**config.mk**
```make
export PLATFORM = sky130hd
export DESIGN_NAME = radians_arbiter
export DESIGN_NICKNAME = d
export VERILOG_FILES = /design/src/rtl/radians_arbiter_pkg.sv /design/src/rtl/radians_arbiter_rr.sv /design/src/rtl/radians_arbiter.sv
export SDC_FILE = /design/constraint.sdc
export NUM_CORES = 1
export LEC_CHECK = 0
export ABC_AREA = 1
export CAP_MARGIN = 20
export CORE_MARGIN = 2
export CORE_UTILIZATION = 56
export DETAILED_ROUTE_END_ITERATION = 10
export PLACE_DENSITY = 0.84
export SLEW_MARGIN = 0
export SYNTH_ARGS = -nofsm -noshare
export SYNTH_HDL_FRONTEND = slang
export SYNTH_HIERARCHICAL = 1
export SYNTH_SLANG_ARGS = --single-unit
```
**constraint.sdc**
```tcl
create_clock -name clk -period 7.2 [get_ports clk]
set_input_delay 1.08 -clock clk [delete_from_list [all_inputs] [get_ports clk]]
set_output_delay 1.08 -clock clk [all_outputs]
set_load 0.05 [all_outputs]
```
**src/rtl/radians_arbiter_pkg.sv**
```systemverilog
// Shared types, fixed-point format and arithmetic helpers for radians_arbiter.
// The fixed-point format is Q16.16, with a 64-bit double-width product.
// PI and INV_180 are rounded to FLOAT_DCM_BITS fractional bits.
// Optional macro RADIANS_ARBITER_NORM_EN adds the S0 angle normalisation stage,
// which raises LATENCY from 2 to 3.
package radians_arbiter_pkg;

    localparam int unsigned INT_BITS          = 16;
    localparam int unsigned FLOAT_DCM_BITS    = 16;
    localparam int unsigned FLOAT_BITS        = INT_BITS + FLOAT_DCM_BITS;
    localparam int unsigned FLOAT_DOUBLE_BITS = 2 * FLOAT_BITS;
    localparam int unsigned WIDE_BITS         = FLOAT_DOUBLE_BITS + FLOAT_BITS;
    localparam int unsigned MAX_ID_BITS       = 4;

    // round(pi * 2^16) and round(2^16 / 180)
    localparam logic signed [FLOAT_DOUBLE_BITS-1:0] PI      = 64'sd205887;
    localparam logic signed [FLOAT_DOUBLE_BITS-1:0] INV_180 = 64'sd364;

`ifdef RADIANS_ARBITER_NORM_EN
    localparam int unsigned LATENCY = 3;
`else
    localparam int unsigned LATENCY = 2;
`endif

    typedef logic signed [FLOAT_BITS-1:0] rad_t;
    typedef logic signed [INT_BITS-1:0]   deg_t;

    typedef struct packed {
        logic                                valid;
        logic [MAX_ID_BITS-1:0]              id;
        logic signed [FLOAT_DOUBLE_BITS-1:0] data;
    } pipe_entry_t;

    // Fold an angle into (-180, 180] using a truncating remainder.
    function automatic deg_t norm_deg(input deg_t d);
        int r;
        r = int'(d) % 360;
        if (r > 180) begin
            r = r - 360;
        end else if (r <= -180) begin
            r = r + 360;
        end
        return deg_t'(r);
    endfunction

    // First product: {deg, FLOAT_DCM_BITS zeros} * PI at double width.
    function automatic logic signed [FLOAT_DOUBLE_BITS-1:0] scale_pi(
        input logic signed [FLOAT_DOUBLE_BITS-1:0] deg_ext
    );
        return (deg_ext <<< FLOAT_DCM_BITS) * PI;
    endfunction

    // Second product: widened to avoid overflow, then floored by the arithmetic shift.
    function automatic rad_t to_radians(input logic signed [FLOAT_DOUBLE_BITS-1:0] p1);
        logic signed [WIDE_BITS-1:0] prod;
        prod = WIDE_BITS'(p1) * WIDE_BITS'(INV_180);
        return rad_t'(prod >>> (2 * FLOAT_DCM_BITS));
    endfunction

endpackage

```
**src/rtl/radians_arbiter_rr.sv**
```systemverilog
// rr_arbiter: N-way round-robin grant with a pointer register.
// Ports: clk, rst (sync, active high), req[N] candidates, enable gates any grant,
//        accept loads the pointer with grant_idx, grant[N] one-hot,
//        grant_valid, grant_idx.
// The scan starts at pointer+1 (mod N). After reset the pointer is N-1, so index 0 wins first.
module rr_arbiter #(
    parameter int unsigned N        = 4,
    parameter int unsigned IDX_BITS = $clog2(N)
) (
    input  logic                clk,
    input  logic                rst,
    input  logic [N-1:0]        req,
    input  logic                enable,
    input  logic                accept,
    output logic [N-1:0]        grant,
    output logic                grant_valid,
    output logic [IDX_BITS-1:0] grant_idx
);

    logic [IDX_BITS-1:0] ptr;
    logic                found;
    int unsigned         cand;

    // First requester after the pointer, wrapping around.
    always_comb begin
        found     = 1'b0;
        grant_idx = ptr;
        cand      = 0;
        grant     = '0;
        for (int unsigned k = 1; k <= N; k++) begin
            cand = (32'(ptr) + k) % N;
            if (!found && req[IDX_BITS'(cand)]) begin
                found     = 1'b1;
                grant_idx = IDX_BITS'(cand);
            end
        end
        grant_valid = found && enable;
        if (grant_valid) begin
            grant[grant_idx] = 1'b1;
        end
    end

    // The pointer moves only on an accepted grant.
    always_ff @(posedge clk) begin
        if (rst) begin
            ptr <= IDX_BITS'(N - 1);
        end else if (accept) begin
            ptr <= grant_idx;
        end
    end

endmodule

```
**src/rtl/radians_arbiter.sv**
```systemverilog
// radians_arbiter: one shared degrees-to-radians pipeline for N_REQ requesters.
// Ports: clk, rst (sync, active high),
//        req_valid/req_deg/req_ready per requester, with req_deg packed as N_REQ x INT_BITS,
//        rsp_valid/rsp_id/rsp_rad/rsp_ready for the single result,
//        busy, which is high while any stage holds a valid entry.
// Optional macro RADIANS_ARBITER_NORM_EN adds stage S0. S0 folds the angle into (-180, 180].
// The whole pipeline advances together and freezes while the result is back-pressured.
module radians_arbiter
    import radians_arbiter_pkg::*;
#(
    parameter int unsigned N_REQ   = 4,
    parameter int unsigned ID_BITS = $clog2(N_REQ)
) (
    input  logic                      clk,
    input  logic                      rst,
    input  logic [N_REQ-1:0]          req_valid,
    input  logic [N_REQ*INT_BITS-1:0] req_deg,
    output logic [N_REQ-1:0]          req_ready,
    output logic                      rsp_valid,
    output logic [ID_BITS-1:0]        rsp_id,
    output logic [FLOAT_BITS-1:0]     rsp_rad,
    input  logic                      rsp_ready,
    output logic                      busy
);

    logic               stall;
    logic               grant_valid;
    logic [ID_BITS-1:0] grant_idx;
    deg_t               deg_arr [N_REQ];
    deg_t               sel_deg;

    pipe_entry_t        in_entry, s1_src, s1_q, s1_d;
`ifdef RADIANS_ARBITER_NORM_EN
    pipe_entry_t        s0_q, s0_d;
`endif
    logic               rsp_valid_d;
    logic [ID_BITS-1:0] rsp_id_d;
    rad_t               rsp_rad_d;
    logic               busy_d;
    logic               unused_id_bits;

    assign stall = rsp_valid & ~rsp_ready;

    // Grants are issued only when the pipeline can move.
    rr_arbiter #(
        .N        (N_REQ),
        .IDX_BITS (ID_BITS)
    ) u_arb (
        .clk         (clk),
        .rst         (rst),
        .req         (req_valid),
        .enable      (~stall),
        .accept      (grant_valid),
        .grant       (req_ready),
        .grant_valid (grant_valid),
        .grant_idx   (grant_idx)
    );

    for (genvar g = 0; g < N_REQ; g++) begin : g_deg
        assign deg_arr[g] = req_deg[g*INT_BITS +: INT_BITS];
    end

    assign sel_deg        = deg_arr[grant_idx];
    assign unused_id_bits = ^(s1_q.id >> ID_BITS);

    // Next-state for all stages: everything shifts together unless stalled.
    always_comb begin
        s1_d        = s1_q;
        rsp_valid_d = rsp_valid;
        rsp_id_d    = rsp_id;
        rsp_rad_d   = rad_t'(rsp_rad);

        in_entry       = '0;
        in_entry.valid = grant_valid;
        in_entry.id    = MAX_ID_BITS'(grant_idx);
`ifdef RADIANS_ARBITER_NORM_EN
        s0_d          = s0_q;
        in_entry.data = FLOAT_DOUBLE_BITS'(norm_deg(sel_deg));
        s1_src        = s0_q;
`else
        in_entry.data = FLOAT_DOUBLE_BITS'(sel_deg);
        s1_src        = in_entry;
`endif

        if (!stall) begin
`ifdef RADIANS_ARBITER_NORM_EN
            s0_d = in_entry;
`endif
            s1_d.valid  = s1_src.valid;
            s1_d.id     = s1_src.id;
            s1_d.data   = scale_pi(s1_src.data);
            rsp_valid_d = s1_q.valid;
            if (s1_q.valid) begin
                rsp_id_d  = ID_BITS'(s1_q.id);
                rsp_rad_d = to_radians(s1_q.data);
            end
        end

`ifdef RADIANS_ARBITER_NORM_EN
        busy_d = s0_d.valid | s1_d.valid | rsp_valid_d;
`else
        busy_d = s1_d.valid | rsp_valid_d;
`endif
    end

    // Stage registers. Reset drops every in-flight entry.
    always_ff @(posedge clk) begin
        if (rst) begin
`ifdef RADIANS_ARBITER_NORM_EN
            s0_q      <= '0;
`endif
            s1_q      <= '0;
            rsp_valid <= 1'b0;
            rsp_id    <= '0;
            rsp_rad   <= '0;
            busy      <= 1'b0;
        end else begin
`ifdef RADIANS_ARBITER_NORM_EN
            s0_q      <= s0_d;
`endif
            s1_q      <= s1_d;
            rsp_valid <= rsp_valid_d;
            rsp_id    <= rsp_id_d;
            rsp_rad   <= rsp_rad_d;
            busy      <= busy_d;
        end
    end

endmodule
```
==> impl_metrics.toml <==
[outcome]
status = "completed"

[floorplan]
fp.coreArea_mm2 = 0.0268
row_count = 60
fp.dieArea_mm2 = 0.0284
start_util_pct = 56.6
die_h_um = 169
ios = 111
die_w_um = 169

[hold_path]
worstHoldStart = "rsp_rad[4]"
min_path_type = "register to register"
min_path_cells = 2
hold_path_end = "rsp_rad[4]"

[cts]
clock_sinks = 73
cts_max_level = 3
cts_root_buffer = "clkbuf_16"
cts_buffer_depth = 2
clk_pin_slew_worst_paths_ns = 0.06
cts_tree = "yes"
clk_latency_ns = 0.36
cts_made_buffers = 9

[sta]
worst_pin_slew_ns = 1.00
finalCritPeriodShare_pct = 94.9
drv_slew = 0
finalHoldViolations = 0
fin_crit_ns = 6.83
setup-violations-final = 0
finClkSkew_ns = 0.0111
slew_headroom_pct = 32.8
rsz0062_at_grt = "no"
hold_ws_ns = 0.471
fmax_mhz = 146
setup_slack_ns = 0.367

[route]
wire_per_inst_um = 15.9
drtPass1Iterations = 6
vias = 14241
drc = 0
via_per_inst = 5.40
drtAntennaViolNets = 0
wl_um = 42000
drt_iter0_markers = 1152

[placed_design]
dp_hpwl_um = 35000
dp_slack_ns = -0.512
place.gp.congestion = 0.978
port_buffers = 110

[layout]
diodes = 0
areaGrowthSynthToFinish_pct = 22.6
nets = 2800
drive_gt1_share_pct = 14.0

[synth]
ys.flop_type = "dfxtp_1"
synth_cells = 2040
yosysWarnings = 6
synth_edf_count = 0
async_reset_ff_share_pct = 0
syn-num-nets = 2549
yosysMostFrequentCell = "inv_1"
synth.area.top_cells = "fa_1 (23%), ha_1 (22%), inv_1 (12%), dfxtp_1 (9.6%), nand2_1 (8.6%)"
synthTopCellsByCount = "inv_1 (476), nand2_1 (346), ha_1 (261)"
yosysUniqueCellTypes = 44
syn_avg_cell_area_um2 = 7.43
syn-cell-area_mm2 = 0.0152
yosysTopAreaCell = "fa_1"
synth_top_area_share_pct = 23.4
ys_seq_area_share_pct = 9.64
ys_ff_latch = 73

[global_route]
gr-total-overflow = 0
antenna_found_initial = 0
grt_max_degree = 57
grt_first_pass_wirelength_um = 70000
grt_pass1_vias = 14863
grt_util_all_layers_pct = 30.5

[critical_path]
worst-r2r-setup-slack_ns = 0.57
r2r_start = "u_arb/ptr[0]"
r2r_cells = 30
slowest_delay_ns = 0.56
path_delay_family = "adder cells"
startpoint_type = "input port"
arrival_ns = 7.07
crit_type = "input port to register"
r2r-end = "s1_q[36]"
cp_max_fo = 7
worst_ep_required_time_ns = 7.44
path_buf_inv = 9
end_kind = "register"
crit_path_top_delay_cell = "fa_1"

[flow_run]
maxCapViolCount = 0
==> metal layers <==
layer / global-route usage (%) / wire (um) / vias up / share of wire, %
met5: 0 / 0 / - / 0
met4: 8.70 / 1150 / 0 / 2.7
met3: 3.95 / 2740 / 76 / 6.5
met2: 53.2 / 20000 / 470 / 48
met1: 39.8 / 18100 / 6787 / 43
li1: - / - / 6908 / -
==> sequential cells by signal (all words and copies together) (netlist names) <==
signal     flops
u_arb/ptr      2
busy           1
s1_q          38
rsp_id         2
rsp_valid      1
rsp_rad       29
==> per-stage QoR <==
step / utilization [%] / setup TNS (ns) / area, um2 / std cells
6_report: 69.4 / 0 / 18600 / 2636
5_1_grt: 69.4 / 0 / 18600 / 2636
4_1_cts: 67.9 / -0.0421 / 18200 / 2627
3_5_place_dp: 66.0 / -9.72 / 17700 / 2609
3_3_place_gp: 66.0 / -6.37 / 17700 / 2609
2_1_floorplan: - / 0 / 15200 / 2040
==> cells in the final DEF, fill, tap and decap left out, drive strengths merged, types with 86 or more instances in the layout <==
cell,netlist,final
a21oi,133,133
fa,177,177
inv,482,482
nor2,179,179
o21ai,110,110
clkdlybuf4s50,0,106
ha,261,261
nand2,374,374
buf,15,167
nand3,86,86
==> final cells by class <==
class                   instances  area, um2
clock inverters                 4       76.3
inverters                     484       1830
fillers                      2128       8210
repair buffers                277       2400
flip-flops and latches         73       1460
well taps                     341        427
multi-input cells            1446      12200
clock buffers                  11        243
==> repair_timing <==
item / 4_1_cts / 5_1_grt
endpoints found under the setup margin: 20 / 27
setup buffers: 3 / 9
hold buffers: 0 / 0
pin swaps: 2 / 26
gates resized for setup: 29 / 77
==> worst max-delay path by stage <==
stage                  from        to  slack, ns  depth (start not counted)
2_1_floorplan  req_valid[0]  s1_q[44]       0.08                         34
4_1_cts        req_valid[0]  s1_q[42]      -0.03                         33
5_1_grt        req_valid[0]  s1_q[46]       0.03                         31
3_5_place_dp   req_valid[0]  s1_q[44]      -0.51                         33
3_3_place_gp   req_valid[0]  s1_q[44]      -0.42                         33
6_report       req_valid[0]  s1_q[36]       0.37                         30
==> worst min-delay path, stage by stage, from the launching register on <==
cell	delay [ns]
dfxtp_1	0.31
nand2_1	0.06
a21oi_1	0.05
==> cell families after synthesis <==
| kind of cell | after synthesis | share of synthesized area, % |
|---|---|---|
| flip-flops | 73 | 9.64 |
| adder cells (fa/ha/maj) | 438 | 44.9 |
| buffers and inverters | 521 | 13.1 |
| XOR/XNOR | 22 | 1.27 |
| AND/OR/NAND/NOR | 679 | 19.5 |
| AO/OA/AOI/OAI | 307 | 11.5 |
Power is not shown: default switching activity piles up to over one toggle a cycle in this logic, so the estimate is an artifact.
==> edit (same flow settings) <==
The option `RADIANS_ARBITER_NORM_EN` is turned on by a define.
--- a/src/rtl/radians_arbiter_pkg.sv
+++ b/src/rtl/radians_arbiter_pkg.sv
@@ -3,6 +3,8 @@
 // PI and INV_180 are rounded to FLOAT_DCM_BITS fractional bits.
 // Optional macro RADIANS_ARBITER_NORM_EN adds the S0 angle normalisation stage,
 // which raises LATENCY from 2 to 3.
+`define RADIANS_ARBITER_NORM_EN
+
 package radians_arbiter_pkg;
 
     localparam int unsigned INT_BITS          = 16;
Behaviour: not the same (Yosys sat finds a counterexample within 4 cycles, from zero or initial values and one cycle with rst high).
==> edit against the original RTL <==
- the flow now finishes with violations (negative setup slack)
- routed wire length grew 12%
- design area up 18%
- sequential cell count up 19
- synthesized area up 9.1%
- worst setup slack worse by 1300 ps
- hold slack is essentially flat
- critical endpoint is now s0_q[10]
Power is left out: the tool's default activity adds up to more than one toggle a clock period on the data nets, which glitch-free logic cannot reach.
==> edit: results (changes against the original RTL) <==
| Metric | Value |
|---|---|
| Status | `finished, violations left (was finished clean)` |
| Failing checks | `negative setup slack` |
| DRT met1 WL | `17800 um (was 18100 um)` |
| Vias in the first global route | `16331 (was 14863)` |
| RD Place Congestion | `0.922 (was 0.978)` |
| Data arrival, critical path | `8350 ps (was 7070 ps)` |
| Synth warn | `6 (unchanged)` |
| Met2 wire length | `25100 um (was 20000 um)` |
| Final setup fails | `13 (was 0)` |
| Slew headroom | `0.305 (was 0.328)` |
| Met2 Use GR | `0.546 (was 0.532)` |
| Synthesized netlist net count | `2643 (was 2549)` |
| Vias per cell | `5.56 (was 5.40)` |
| Synth top area cells | `fa_1 (21%), ha_1 (21%), dfxtp_1 (11%), nand2_1 (9.0%), inv_1 (8.0%) (was fa_1 (23%), ha_1 (22%), inv_1 (12%), dfxtp_1 (9.6%), nand2_1 (8.6%))` |
| Largest registers | `s1_q: 38 flops, rsp_rad: 29 flops, s0_q: 19 flops (was s1_q: 38 flops, rsp_rad: 29 flops)` |
| CTS max path bufs | `2 (unchanged)` |
| Met3 Track Usage GR | `0.0301 (was 0.0395)` |
| Sequential area share after synthesis | `0.111 (was 0.0964)` |
| Reg clk slew, reported paths | `80 ps (was 60 ps)` |
| Clk_skew | `16.3 ps (was 11.1 ps)` |
| GRT Util Overall | `0.284 (was 0.305)` |
| Wire length of the first global-routing pass | `73000 um (was 70000 um)` |
| CP peak stage delay | `280 ps (was 560 ps)` |
| Nets | `2980 (was 2800)` |
| CP max stage cell | `and2_2 (was fa_1)` |
| Area after DPL | `0.0195 mm2 (was 0.0177 mm2)` |
| Layout cells sized above 1 | `0.285 (was 0.140)` |
| Met3 Wirelength | `1950 um (was 2740 um)` |
| Commonest cells post-synth | `nand2_1 (398), inv_1 (352), ha_1 (278) (was inv_1 (476), nand2_1 (346), ha_1 (261))` |
| Synth cell types | `45 (was 44)` |
| DR iter-0 viols | `954 (was 1152)` |
| Wire per inst | `16.5 um (was 15.9 um)` |
| Post-DP HPWL | `33400 um (was 35000 um)` |
| Final worst setup slack | `-886 ps (was 367 ps)` |
| Clk Latency, worst-skew pair | `370 ps` |
| DR pass1 iterations | `5 (was 6)` |
| Largest net degree at the start of global routing | `75 (was 57)` |
| GR Layer Usage met1 | `0.319 (was 0.398)` |
| # diodes | `0 (unchanged)` |
| Critical path peak fanout | `8 (was 7)` |
## edit: cell families after synthesis
logic type,count (synthesis),share of synthesized area
buffers and inverters,423,0.0996
adders and majority gates,455,0.424
AOI/OAI and AO/OA,266,0.0911
xor gates and xnor gates,64,0.0339
and+or+nand+nor,817,0.240
DFF,92,0.111
## edit: timing repair
action,CTS,global route
gates resized for setup,186,196
setup endpoints to repair,21,27
gates cloned,3,1
pin swaps,95,128
setup buffers,42,42
## edit: worst paths after layout
check          startpoint          to  slack (ps)  cells past startpoint
min reg2reg    rsp_rad[4]  rsp_rad[4]         470                      2
max          req_valid[1]    s0_q[10]        -890                     65
max reg2reg  u_arb/ptr[0]    s0_q[10]        -740                     65
min            rsp_rad[4]  rsp_rad[4]         470                      2
## edit: area by class of cell
class                   count  area (um2)
clock buffers               9         225
multi-input cells        1602       14600
flip-flops and latches     92        1850
well taps                 384         480
repair inverters            2        12.5
repair buffers            369        3220
fillers                  1808        7020
inverters                 378        1460
clock inverters             7        62.6
## edit: per-stage QoR
| stage | cells | TNS (ps) | hold WS (ps) | setup WS [ps] |
|---|---|---|---|---|
| 3_3_place_gp | 2739 | -15490 | 455 | -1250 |
| 5_1_grt | 2843 | -17860 | 507 | -1350 |
| 4_1_cts | 2800 | -4550 | 474 | -405 |
| 3_5_place_dp | 2739 | -20250 | 459 | -1570 |
| 2_1_floorplan | 2117 | -4500 | 445 | -386 |
| 6_report | 2843 | -10920 | 471 | -886 |
## edit: critical path, delay by kind of cell
family,cells,cell delay (ps)
and+or+nand+nor,52,5630
AOI/OAI and AO/OA,3,290
buffers and inverters,9,1100
xor gates and xnor gates,1,170
